## src/rtl/float_pkg.sv

```systemverilog
// Shared types and helpers for the sequential float multiplier.
// Latency: n/a (types, constants and a constant function only).
// Backpressure: n/a.
package float_pkg;

    typedef enum logic [1:0] {
        IDLE,
        MULT,
        ROUND,
        DONE
    } state_t;

    typedef enum logic [1:0] {
        ZERO,
        NORMAL,
        INF,
        NAN
    } op_class_t;

    localparam logic RM_TRUNC = 1'b0;
    localparam logic RM_RNE   = 1'b1;

    // Canonical quiet NaN: sign 0, exponent all ones, mantissa MSB set.
    // Returned wide; callers cast down to their own float width.
    function automatic logic [127:0] canonical_qnan(input int exp_size, input int man_size);
        logic [127:0] q;
        q = ((128'd1 << exp_size) - 128'd1) << man_size;
        q = q | (128'd1 << (man_size - 1));
        return q;
    endfunction

endpackage

```

## src/rtl/float_classify.sv

```systemverilog
// Maps the magnitude bits of a float (sign excluded) to its operand class.
// Latency: combinational.
// Backpressure: n/a.
// Ports: mag = {exponent, mantissa}; op_class = ZERO (exp 0, subnormals flushed),
//        INF, NAN or NORMAL.
module float_classify
    import float_pkg::*;
#(
    parameter int EXPONENT_SIZE = 8,
    parameter int MANTISSA_SIZE = 23
) (
    input  logic [EXPONENT_SIZE+MANTISSA_SIZE-1:0] mag,
    output op_class_t                              op_class
);

    logic [EXPONENT_SIZE-1:0] exp_field;
    logic [MANTISSA_SIZE-1:0] man_field;

    assign exp_field = mag[EXPONENT_SIZE+MANTISSA_SIZE-1:MANTISSA_SIZE];
    assign man_field = mag[MANTISSA_SIZE-1:0];

    always_comb begin
        op_class = NORMAL;
        if (exp_field == '0) begin
            op_class = ZERO;
        end else if (&exp_field) begin
            op_class = (man_field == '0) ? INF : NAN;
        end
    end

endmodule

```

## src/rtl/float_multiplier_seq.sv

```systemverilog
// Iterative float multiplier: shift-add significand product, one bit per cycle, then normalise/round.
// Latency: special operands 1 cycle after accept; normal operands MANTISSA_SIZE+3 edges counting the accept edge.
// Backpressure: one transaction in flight; in_ready only in IDLE, result held in DONE until out_ready.
// Ports: in_valid/in_ready/a/b/round_mode upstream; out_valid/out_ready/out + overflow,
//        underflow, inexact, invalid downstream (flags valid only while out_valid).
module float_multiplier_seq
    import float_pkg::*;
#(
    parameter int FLOAT_SIZE    = 32,
    parameter int EXPONENT_SIZE = 8,
    parameter int MANTISSA_SIZE = 23,
    parameter int BIAS          = 127
) (
    input  logic                  clk,
    input  logic                  rst_n,
    input  logic                  in_valid,
    output logic                  in_ready,
    input  logic [FLOAT_SIZE-1:0] a,
    input  logic [FLOAT_SIZE-1:0] b,
    input  logic                  round_mode,
    output logic                  out_valid,
    input  logic                  out_ready,
    output logic [FLOAT_SIZE-1:0] out,
    output logic                  overflow,
    output logic                  underflow,
    output logic                  inexact,
    output logic                  invalid
);

    localparam int PW = 2 * (MANTISSA_SIZE + 1);   // full significand product width
    localparam int EW = EXPONENT_SIZE + 2;         // signed working exponent width
    localparam int CW = $clog2(MANTISSA_SIZE + 1);

    localparam logic [CW-1:0]            CNT_LAST   = CW'(MANTISSA_SIZE);
    localparam logic [FLOAT_SIZE-1:0]    QNAN       = FLOAT_SIZE'(canonical_qnan(EXPONENT_SIZE, MANTISSA_SIZE));
    localparam logic [EXPONENT_SIZE-1:0] EXP_ONES   = '1;
    localparam logic [EXPONENT_SIZE-1:0] EXP_MAXFIN = {{(EXPONENT_SIZE-1){1'b1}}, 1'b0};
    localparam logic signed [EW-1:0]     EXP_OVF    = EW'((1 << EXPONENT_SIZE) - 1);
    localparam logic signed [EW-1:0]     EXP_ZERO   = '0;

    state_t                   state;
    logic [CW-1:0]            cnt_q;
    logic                     sign_q;
    logic                     rm_q;
    logic [EXPONENT_SIZE-1:0] ea_q, eb_q;
    logic [PW-1:0]            acc_q, mcand_q;
    logic [MANTISSA_SIZE:0]   mplier_q;

    op_class_t a_class, b_class;

    float_classify #(.EXPONENT_SIZE(EXPONENT_SIZE), .MANTISSA_SIZE(MANTISSA_SIZE)) u_class_a (
        .mag      (a[FLOAT_SIZE-2:0]),
        .op_class (a_class)
    );

    float_classify #(.EXPONENT_SIZE(EXPONENT_SIZE), .MANTISSA_SIZE(MANTISSA_SIZE)) u_class_b (
        .mag      (b[FLOAT_SIZE-2:0]),
        .op_class (b_class)
    );

    assign in_ready = (state == IDLE);

    // Special-operand result, evaluated on the raw inputs at accept time.
    logic                  prod_sign;
    logic                  spec_hit;
    logic                  spec_invalid;
    logic [FLOAT_SIZE-1:0] spec_out;

    assign prod_sign = a[FLOAT_SIZE-1] ^ b[FLOAT_SIZE-1];

    always_comb begin
        spec_hit     = 1'b1;
        spec_invalid = 1'b0;
        spec_out     = '0;
        if (a_class == NAN || b_class == NAN ||
            (a_class == INF && b_class == ZERO) || (a_class == ZERO && b_class == INF)) begin
            spec_out     = QNAN;
            spec_invalid = 1'b1;
        end else if (a_class == INF || b_class == INF) begin
            spec_out = {prod_sign, EXP_ONES, {MANTISSA_SIZE{1'b0}}};
        end else if (a_class == ZERO || b_class == ZERO) begin
            spec_out = {prod_sign, {(FLOAT_SIZE-1){1'b0}}};
        end else begin
            spec_hit = 1'b0;
        end
    end

    // Normalise, round and range-check the finished product.
    logic                     norm_shift;
    logic [MANTISSA_SIZE-1:0] mant;
    logic                     guard, sticky, rnd_inc;
    logic [MANTISSA_SIZE:0]   mant_inc;
    logic signed [EW-1:0]     e_pre, e_fin;
    logic [FLOAT_SIZE-1:0]    rnd_out;
    logic                     rnd_ovf, rnd_unf, rnd_inexact;

    always_comb begin
        norm_shift = acc_q[PW-1];
        if (norm_shift) begin
            mant   = acc_q[PW-2 -: MANTISSA_SIZE];
            guard  = acc_q[MANTISSA_SIZE];
            sticky = |acc_q[MANTISSA_SIZE-1:0];
        end else begin
            mant   = acc_q[PW-3 -: MANTISSA_SIZE];
            guard  = acc_q[MANTISSA_SIZE-1];
            sticky = |acc_q[MANTISSA_SIZE-2:0];
        end
        rnd_inc  = (rm_q == RM_RNE) & guard & (sticky | mant[0]);
        // A carry out of the mantissa leaves the field at zero and bumps the exponent.
        mant_inc = {1'b0, mant} + {{MANTISSA_SIZE{1'b0}}, rnd_inc};
        e_pre    = $signed({2'b00, ea_q}) + $signed({2'b00, eb_q}) - $signed(EW'(BIAS))
                 + $signed({{(EW-1){1'b0}}, norm_shift});
        e_fin    = e_pre + $signed({{(EW-1){1'b0}}, mant_inc[MANTISSA_SIZE]});

        rnd_ovf     = 1'b0;
        rnd_unf     = 1'b0;
        rnd_inexact = guard | sticky;
        rnd_out     = {sign_q, e_fin[EXPONENT_SIZE-1:0], mant_inc[MANTISSA_SIZE-1:0]};
        if (e_fin >= EXP_OVF) begin
            rnd_ovf     = 1'b1;
            rnd_inexact = 1'b1;
            rnd_out     = (rm_q == RM_RNE) ? {sign_q, EXP_ONES, {MANTISSA_SIZE{1'b0}}}
                                           : {sign_q, EXP_MAXFIN, {MANTISSA_SIZE{1'b1}}};
        end else if (e_fin <= EXP_ZERO) begin
            rnd_unf     = 1'b1;
            rnd_inexact = 1'b1;
            rnd_out     = {sign_q, {(FLOAT_SIZE-1){1'b0}}};
        end
    end

    always_ff @(posedge clk or negedge rst_n) begin
        if (!rst_n) begin
            state     <= IDLE;
            cnt_q     <= '0;
            sign_q    <= 1'b0;
            rm_q      <= RM_TRUNC;
            ea_q      <= '0;
            eb_q      <= '0;
            acc_q     <= '0;
            mcand_q   <= '0;
            mplier_q  <= '0;
            out_valid <= 1'b0;
            out       <= '0;
            overflow  <= 1'b0;
            underflow <= 1'b0;
            inexact   <= 1'b0;
            invalid   <= 1'b0;
        end else begin
            case (state)
                IDLE: begin
                    if (in_valid) begin
                        sign_q   <= prod_sign;
                        rm_q     <= round_mode;
                        ea_q     <= a[FLOAT_SIZE-2:MANTISSA_SIZE];
                        eb_q     <= b[FLOAT_SIZE-2:MANTISSA_SIZE];
                        acc_q    <= '0;
                        mcand_q  <= {{(PW-MANTISSA_SIZE-1){1'b0}}, 1'b1, a[MANTISSA_SIZE-1:0]};
                        mplier_q <= {1'b1, b[MANTISSA_SIZE-1:0]};
                        cnt_q    <= '0;
                        if (spec_hit) begin
                            out       <= spec_out;
                            invalid   <= spec_invalid;
                            out_valid <= 1'b1;
                            state     <= DONE;
                        end else begin
                            state <= MULT;
                        end
                    end
                end
                MULT: begin
                    acc_q    <= acc_q + (mplier_q[0] ? mcand_q : '0);
                    mcand_q  <= mcand_q << 1;
                    mplier_q <= mplier_q >> 1;
                    cnt_q    <= cnt_q + 1'b1;
                    if (cnt_q == CNT_LAST) begin
                        state <= ROUND;
                    end
                end
                ROUND: begin
                    out       <= rnd_out;
                    overflow  <= rnd_ovf;
                    underflow <= rnd_unf;
                    inexact   <= rnd_inexact;
                    out_valid <= 1'b1;
                    state     <= DONE;
                end
                DONE: begin
                    if (out_ready) begin
                        out_valid <= 1'b0;
                        overflow  <= 1'b0;
                        underflow <= 1'b0;
                        inexact   <= 1'b0;
                        invalid   <= 1'b0;
                        state     <= IDLE;
                    end
                end
                default: state <= IDLE;
            endcase
        end
    end

endmodule
```

## config.mk

```make
export PLATFORM = sky130hd
export DESIGN_NAME = float_multiplier_seq
export DESIGN_NICKNAME = d
export VERILOG_FILES = /design/src/rtl/float_pkg.sv /design/src/rtl/float_classify.sv /design/src/rtl/float_multiplier_seq.sv
export SDC_FILE = /design/constraint.sdc
export NUM_CORES = 1
export LEC_CHECK = 0
export BUFFER_PORTS_ARGS = -buffer_cell sky130_fd_sc_hd__buf_2
export CAP_MARGIN = 25
export CELL_PAD_IN_SITES_DETAIL_PLACEMENT = 0
export CELL_PAD_IN_SITES_GLOBAL_PLACEMENT = 2
export CORE_MARGIN = 2
export CORE_UTILIZATION = 38
export CTS_CLUSTER_SIZE = 25
export DETAILED_ROUTE_END_ITERATION = 6
export PLACE_DENSITY_LB_ADDON = 0.05
export SLEW_MARGIN = 20
export SYNTH_ARGS = -nofsm -noshare
export SYNTH_HDL_FRONTEND = slang
export SYNTH_SLANG_ARGS = --single-unit
export TNS_END_PERCENT = 50
```

## constraint.sdc

```tcl
create_clock -name clk -period 5.85 [get_ports clk]
set_input_delay 0.2925 -clock clk [delete_from_list [all_inputs] [get_ports clk]]
set_output_delay 0.2925 -clock clk [all_outputs]
set_load 0.05 [all_outputs]
```

==> metrics.yaml, run 1 <==
outcome: "complete, no violations"
synth_top_area_share_pct: 38.5
netSwitchingFraction_pct: 45.7
powerDensity_nw_per_um2: 503
syn-instance-count: 1314
cts_tree: "built"
skew_ps: 9.05
rsz0062_at_grt: "false"
fin_tns_setup_ps: 0
p_leak_nw: 6.21
rrSetupSlack_ps: 540
slew_headroom_pct: 36.4
async_reset_ff_share_pct: 100
period_needed_ps: 5310
grt_max_degree: 91
crit_arrival_ps: 5680
postRouteAntennaNets: 0
grt_use_total_pct: 20.3
dp_hpwl_mm: 23.9
layout_commonest_cell: "dfrtp_1"
grt_pass1_wl_mm: 53.7
cts_buffer_depth: 2
hold_slack_ps: 97.7
cts_buffers: 17
fin_crit_sh_pct: 90.8
syn_avg_cell_area_um2: 9.01
worst_slew_pin_slew_ps: 952
hold_viol: 0
combPwrFrac_pct: 51.8
diodes: 0
worstSetupEndpointType: "register"
grt_overflow_total: 0
viasPerCell: 5.40
worstPathCellList: "nand4_1, a2111o_1, nor3_4, nand2_1, nor2_2, nand3_2, nor4_4, fa_1, inv_1, fa_1, nor2b_1, o21ai_0, a21boi_0, o21ai_0, a21oi_1, xor2_2, nor4_1, or2_1, buf_4, o41ai_1, a22o_1"
root_buffer: "clkbuf_16"
fin_util_pct: 43.9
coreArea_um2: 30700
cpMaxStageDelayCell: "a2111o_1"
core.rowCount: 64
drv_slew: 0
wirelength_mm: 32.1
cpPeakStageDelay_ps: 500
wl_per_cell_um: 17.9
intPower_mw: 3.68
yosysTopAreaCell: "dfrtp_1"
fmax_ghz: 0.188
num_vias: 9684
power_frac_seq_pct: 29.8
io_buffers: 106
critPathRequiredTime_ps: 6220
syn-num-nets: 1454
htreeDepth: 4
synth-edff-count: 0
ys_seq_elements: 182
clock_latency_ps: 440
finalSetupViolations: 0
drtPass1Iterations: 4
ys_seq_area_share_pct: 38.5
syn_area_um2: 11800
syn2layout_area_growth_pct: 13.6
clock-sinks: 182
drv_cap: 0
worst-path-max-fanout: 28
fin_total_pwr_mw: 6.78
start_util_pct: 38.6
p_switching_mw: 3.10
final_area_um2: 13500
nets: 1524
die_area_um2: 32600
gp_congestion: 0.795
placed_area_um2: 12800
vdd_ir_drop_max_mv: 0.351
die_w_um: 181
drt-initial-drc-count: 504
crit_path_start_kind: "register"
layout-drive-gt1-share_pct: 14.0
antenna_found_initial: 0
synth_area_leaders: "dfrtp_1 38%, ha_1 7.2%, o21ai_0 6.6%"
yosysUniqueCellTypes: 67
die_y_um: 181
p_clk_share_pct: 18.4
layout_common_cells: "181 x dfrtp_1, 155 x o21ai_0, 151 x nand2_1"
path_clk_slew_ps: 70
grt_pass1_vias: 9564
pin_count: 107
yosysWarnings: 0
path_class: "register to register"
synth_ff_type: "dfrtp_1"
drc: 0
post_cts_buffers: 0
hold_class: "primary input to register"
## cell type report
type	instances	area, µm²
fill	3086	17200
multi-input combinational	1023	6940
sequential	182	4560
timing repair buffer	128	723
tap	396	495
clock buffer	17	425
clock inverter	14	201
inverter	32	120
## flip-flops by register name, indices dropped and copies added, names as in the netlist
signal and count:
acc_q 48, cnt_q 5, ea_q 8, eb_q 8
inexact 1, invalid 1, mcand_q 48, mplier_q 24
out 32, out_valid 1, overflow 1, rm_q 1
sign_q 1, state 2, underflow 1
## logic make-up (layout without fill, tap and decap cells)
kind of cell	Yosys count	count (layout)	share of synthesized area, %
compound gates	391	391	20.9
xor+xnor	78	78	5.77
fa+ha+maj	71	71	7.69
buf+inv	109	191	3.57
flops	182	182	38.5
mux	78	78	6.79
simple gates	405	405	16.9
## metrics by stage
step	std cells	worst slack [ps]
floorplan	1314	1070
global placement	1760	238
detailed placement	1760	49.0
CTS	1792	5.89
global route	1792	25.8
finish	1792	539
## routing by layer
| metal | vias to the layer above | wire length, µm | global-route usage, % |
|---|---|---|---|
| met5 | - | 0 | 0 |
| met4 | 0 | 246 | 4.03 |
| met3 | 12 | 932 | 2.79 |
| met2 | 166 | 13600 | 29.8 |
| met1 | 4610 | 17300 | 31.6 |
| li1 | 4896 | - | - |
## critical path: cells and delay by family, from the launching register on
kind / cells / cell delay, ps
DFF: 1 / 470
buffers and inverters: 2 / 280
xor gates and xnor gates: 1 / 270
and+or+nand+nor: 9 / 1710
adders and majority gates: 2 / 650
AOI/OAI and AO/OA: 7 / 1850
## cells in the mapped netlist (all sizes together) (5+ instances only)
cell type	count
nor2	60
a211oi	5
xor2	42
nor3b	5
nor3	14
and2	52
nand2b	8
nor4	23
xnor2	36
a21boi	5
nand4	20
nand3	24
and3	9
nor2b	15
o311ai	5
inv	32
o21ai	159
o211ai	5
a22o	53
mux2i	59
a21oi	77
nand3b	5
ha	68
o21bai	7
mux2	19
nand2	152
buf	15
a21o	29
dfrtp	182
a31oi	7
clkbuf	62
a221oi	5
## repair_timing
| action | CTS | global route |
|---|---|---|
| hold endpoints to repair | 88 | 0 |
| setup endpoints to repair | 0 | 29 |
| hold buffers | 1 | 0 |
| resized for setup | 0 | 7 |
## power groups by stage
stage / logic (mW) / registers (mW) / clock network, mW
finish: 3.51 / 2.02 / 1.25
global route: 3.95 / 2.09 / 1.34
CTS: 3.54 / 2.03 / 1.29
detailed placement: 3.53 / 2.05 / 0
global placement: 3.50 / 2.04 / 0
floorplan: 2.41 / 2.23 / 0
## path summary, 6_finish.rpt
check,to,cells after the start,startpoint
worst max-delay path,out[4],21,acc_q[24]
worst max register to register,out[4],21,acc_q[24]
max in group asynchronous,acc_q[42],3,rst_n
worst min register to register,mplier_q[17],2,mplier_q[17]
min in group asynchronous,eb_q[4],2,rst_n
worst min-delay path,mcand_q[0],2,a[0]
Note: power is estimated with default switching activity, not from simulation.
==> inputs of run 2 (changes only) <==
ABC_AREA = 1   (was default)
CORE_UTILIZATION = 34   (was 38)
==> run 2 against run 1 <==
Compared with the run above:
- worst hold slack worse by 28 ps
- cell area up 11%
- core utilization down 5.1 points
- combinational power up 35%
- maximum frequency up 10%
- critical path depth up 5
- flip-flop and latch count unchanged
- wire length up 35%
- synthesized area up 12%
- largest power group unchanged
- critical endpoint unchanged
- synthesized cell count up 50%
==> metrics.yaml, run 2 <==
synth_commonest_cells: "519 x nand2_1, 304 x inv_1, 208 x nor2_1, 182 x dfrtp_1, 166 x o21ai_0"
syn2layout_area_growth_pct: 12.7
coreArea_um2: 38600
hold_viol: 0
synth_ff_type: "dfrtp_1"
fmax_ghz: 0.207
syn-instance-count: 1976
cts_resized: 0
core.rowCount: 72
drc: 0
pre_cts_ws_ps: 966
gp_congestion: 0.881
die_area_um2: 40600
clock-sinks: 182
cts_buffer_depth: 2
yosysTopAreaCell: "dfrtp_1"
crit_path_start_kind: "register"
worst-path-max-fanout: 31
root_buffer: "clkbuf_16"
dp_hpwl_mm: 33.8
r2r-start: "acc_q[47]"
cp-endpoint: "out[4]"
worst_slew_pin_slew_ps: 910
grt_overflow_total: 0
drt-initial-drc-count: 729
ys_seq_area_share_pct: 34.3
wl_per_cell_um: 16.7
nets: 2195
layout-drive-gt1-share_pct: 9.86
powerDensity_nw_per_um2: 551
rrSetupSlack_ps: 1020
finalSetupViolations: 0
period_needed_ps: 4830
syn-num-nets: 2116
grt_use_total_pct: 22.1
syn_avg_cell_area_um2: 6.71
multiInputGateArea_um2: 7250
grt_max_degree: 101
htreeDepth: 4
syn_area_um2: 13300
worstSetupEndpointType: "register"
layout_common_cells: "518 x nand2_1, 304 x inv_1, 207 x nor2_1"
rsz0062_at_grt: "false"
p_leak_nw: 7.38
r2r-end: "out[4]"
die_w_um: 201
crit_arrival_ps: 5210
reg_top3: "acc_q (48), mcand_q (48), out (32)"
synth-edff-count: 0
seqCellArea_um2: 4550
antenna_found_initial: 1
drv_slew: 0
fin_crit_sh_pct: 82.5
drv_cap: 0
cts_tree: "built"
grt_pass1_vias: 12526
fillers: 4306
vdd_ir_drop_max_mv: 0.302
start_util_pct: 34.4
yosysWarnings: 0
layout_commonest_cell: "nand2_1"
num_vias: 12681
pin_count: 107
synth_top_area_share_pct: 34.3
ys_seq_elements: 182
path_class: "register to register"
cts_buffers: 17
wirelength_mm: 43.3
slew_headroom_pct: 37.7
postRouteAntennaNets: 0
io_buffers: 106
synth_area_leaders: "dfrtp_1 34%, nand2_1 15%, inv_1 8.6%"
grt_pass1_wl_mm: 69.8
hold_slack_ps: 69.2
final.setup.worst_slack_ps: 1020
skew_ps: 15.4
die_y_um: 201
fin_tns_setup_ps: 0
hold_class: "primary input to register"
viasPerCell: 4.90
clock_latency_ps: 490
drtPass1Iterations: 5
post_cts_buffers: 0
outcome: "complete, no violations"
yosysUniqueCellTypes: 55
cp-startpoint: "acc_q[47]"
yosysMostFrequentCell: "nand2_1"
critPathRequiredTime_ps: 6230
r2r_cells: 26
diodes: 0
path_clk_slew_ps: 70
async_reset_ff_share_pct: 100
==> run 2: cell types whose count changed after synthesis, moves of 50 or more <==
cell	change
a22o_1	-52
and2_1	-50
inv_1	+272
mux2i_1	-58
nand2_1	+368
nand3_1	+71
nor2_1	+148
==> run 2: worst min-delay path by stage <==
stage / from / end / slack [ps] / depth (start not counted)
final: b[10] / mplier_q[10] / 70 / 3
after global routing: a[0] / mcand_q[0] / 50 / 2
after CTS: a[0] / mcand_q[0] / 30 / 2
after detailed placement: rst_n / mcand_q[38] / 270 / 1
after global placement: rst_n / mcand_q[38] / 270 / 1
after floorplan: rst_n / acc_q[0] / -3 / 0
==> run 2: routing by layer <==
layer  GRT usage [%]  share of wire [%]  routed length (µm)  vias up
li1                -                  -                   -     6544
met5               0              0.030                  13        -
met1            29.8                 48               20900     5870
met3            3.97                3.4                1450       58
met4            7.62                2.6                1120        2
met2            35.7                 46               19800      207
==> run 2: repair_timing <==
action,CTS,global route
setup endpoints to repair,0,0
hold buffers,2,0
hold endpoints to repair,46,0
==> run 2: power by group <==
part	leakage, nW	switching [mW]	internal, mW
registers	2.33	0.385	1.81
logic	4.75	3.32	1.42
clock network	0.303	0.577	0.720
==> run 2: final cells by class <==
type	count	share of cell area, %
clock buffers	18	2.87
clock inverters	14	1.31
inverters	312	7.86
multi-input cells	1420	48.5
flip-flops and latches	182	30.5
well taps	518	4.34
repair buffers	122	4.61
==> run 2: per-stage QoR <==
| step | cell area (µm²) | utilization [%] | cells | total power [mW] |
|---|---|---|---|---|
| 2_1_floorplan | 13300 | - | 1976 | 5.66 |
| 3_3_place_gp | 14300 | 37.0 | 2550 | 6.98 |
| 3_5_place_dp | 14300 | 37.0 | 2550 | 6.99 |
| 4_1_cts | 14900 | 38.6 | 2584 | 8.33 |
| 5_1_grt | 14900 | 38.7 | 2586 | 9.07 |
| 6_report | 14900 | 38.7 | 2586 | 8.23 |
==> run 2: critical path, cell delays in order, from the launching register on <==
cell and delay (ps):
dfrtp_1 540, buf_4 330, nand2_1 100, o21ai_2 100, inv_2 70, nor2_2 150
nand2_2 100, nor3_4 210, nand3_1 120, nor3_1 140, nand3_1 90, nor2_1 200
fa_1 280, inv_1 70, fa_1 390, inv_1 90, nand2_1 50, nand2_1 120
nand3_1 100, nand3_1 90, nand2_1 90, nand3_1 110, nand2_1 70, nand2_1 630
o21ai_0 270, nand3_1 150, nand2_1 50
==> run 2: cells by family after synthesis <==
kind of cell,count (synthesis),share of synthesized area (%)
AO/OA/AOI/OAI,412,17.5
adder cells (fa/ha/maj),71,6.87
flip-flops,182,34.3
buffers and inverters,374,11.1
XOR/XNOR,21,1.39
multiplexers,1,0.0755
AND/OR/NAND/NOR,915,28.7
==> inputs of run 3 (changes only) <==
clock period = 4.5 ns   (was 5.85 ns; I/O delays follow)
==> run 3 against run 2 <==
Compared with the run above:
- via count up 0.58%
- sequential power up 30%
- critical path depth down 2
- non-clock buffer count up 16
- die area unchanged
- clock-buffer cell count unchanged
- sequential share of layout area down 0.45 points
- maximum frequency up 16%
- highest routed layer unchanged
- power up 31%
- largest cell class unchanged
- clock skew down 3.2 ps
- setup slack worse by 690 ps
- first-iteration DRC count up 0.55%
==> metrics.yaml, run 3 (synthesis gave the netlist of run 2 again) <==
dp_cells: 2554
die_y_um: 201
final_area_um2: 15200
worstPathCellList: "clkbuf_16, o21ai_4, inv_2, nor2_4, nand2_2, nor3_4, nand3_1, nor3_2, nand3_1, nor2_4, fa_2, inv_1, fa_1, or2_2, nor2_1, nand3_1, nor2_1, nand3_1, nand2_1, nand2_1, buf_6, o21ai_0, nand2_1, a21boi_1"
path_class: "register to register"
io_buffers: 106
pin_count: 107
placed_area_um2: 14300
fin_total_pwr_mw: 10.8
slew_headroom_pct: 31.9
layout_common_cells: "519 x nand2_1, 304 x inv_1, 206 x nor2_1"
skew_ps: 12.2
worstSetupEndpointType: "register"
p_leak_nw: 7.47
layout_commonest_cell: "nand2_1"
finalSetupViolations: 0
path_common_cell: "nand3_1"
path_clk_slew_ps: 80
outcome: "complete, no violations"
cpMaxStageDelayCell: "dfrtp_2"
cts_buffers: 17
die_area_um2: 40600
cpPeakStageDelay_ps: 510
grt_pass1_vias: 12616
grt_pass1_wl_mm: 69.8
powerDensity_nw_per_um2: 710
hold_class: "primary input to register"
die_w_um: 201
worst_slew_pin_slew_ps: 1020
dp_hpwl_mm: 33.6
gp_congestion: 0.888
num_vias: 12755
antenna_found_initial: 1
drv_slew: 0
drtPass1Iterations: 5
fmax_ghz: 0.240
start_util_pct: 34.4
drv_cap: 0
cts_buffer_depth: 2
period_needed_ps: 4170
root_buffer: "clkbuf_16"
stdcell_count: 2602
fin_crit_sh_pct: 92.6
nets: 2211
clock-sinks: 182
diodes: 0
clock_latency_ps: 470
wl_per_cell_um: 16.8
worst-path-max-fanout: 31
drc: 0
vdd_ir_drop_max_mv: 0.418
hold_viol: 0
viasPerCell: 4.90
reg_top3: "acc_q (48), mcand_q (48), out (32)"
critPathRequiredTime_ps: 4880
hold_slack_ps: 24.8
grt_overflow_total: 0
postRouteAntennaNets: 0
fin_tns_setup_ps: 0
cts_tree: "built"
grt_max_degree: 147
layout-drive-gt1-share_pct: 10.6
wirelength_mm: 43.7
drt-initial-drc-count: 733
coreArea_um2: 38600
syn2layout_area_growth_pct: 14.4
crit_arrival_ps: 4550
core.rowCount: 72
htreeDepth: 4
grt_use_total_pct: 21.9
crit_path_start_kind: "register"
## run 3: path summary, 6_finish.rpt
check / depth (start not counted) / endpoint / startpoint / slack [ps]
setup / recovery: 24 / out[29] / acc_q[47] / 330
hold / removal: 3 / mplier_q[2] / b[2] / 20
setup reg to reg: 24 / out[29] / acc_q[47] / 330
hold reg to reg: 2 / out[11] / out[11] / 470
max in group asynchronous: 3 / out[23] / rst_n / 3020
min in group asynchronous: 2 / mcand_q[38] / rst_n / 390
## run 3: area by class of cell
class	count	area (µm²)
well taps	518	648
flip-flops and latches	182	4560
repair buffers	138	886
clock buffers	18	439
clock inverters	14	165
fillers	4315	23400
inverters	312	1170
multi-input cells	1420	7300
## run 3: per-stage QoR
step | util (%) | worst slack (ps)
finish | 39.3 | 332
global route | 39.3 | -27.1
CTS | 38.9 | 176
detailed placement | 37.1 | 210
global placement | 37.1 | 294
floorplan | - | 824
## run 3: metal layers
| layer | wire length (µm) | share of wire, % | GRT usage [%] | up-vias |
|---|---|---|---|---|
| met3 | 1390 | 3.2 | 3.13 | 50 |
| li1 | - | - | - | 6575 |
| met1 | 21100 | 48 | 29.7 | 5922 |
| met4 | 861 | 2.0 | 6.22 | 2 |
| met5 | 16 | 0.037 | 0 | - |
| met2 | 20400 | 47 | 36.5 | 206 |
## run 3: worst max-delay path: cells and delay by family, from the launching register on
| kind | cells | cell delay [ps] |
|---|---|---|
| adder cells (fa/ha/maj) | 2 | 680 |
| AO/OA/AOI/OAI | 3 | 420 |
| buffers and inverters | 4 | 510 |
| AND/OR/NAND/NOR | 15 | 1950 |
| flip-flops | 1 | 510 |
## run 3: what timing repair did
item | 4_1_cts | 5_1_grt
resized for setup | 0 | 15
setup endpoints to repair | 0 | 33
hold buffers | 6 | 0
hold endpoints to repair | 90 | 0
buffers inserted | 0 | 7
## run 3: power by group
part | switching [mW] | leakage, nW | internal, mW
Clock | 0.750 | 0.293 | 0.849
Combinational | 4.36 | 4.85 | 1.95
Sequential | 0.510 | 2.33 | 2.35
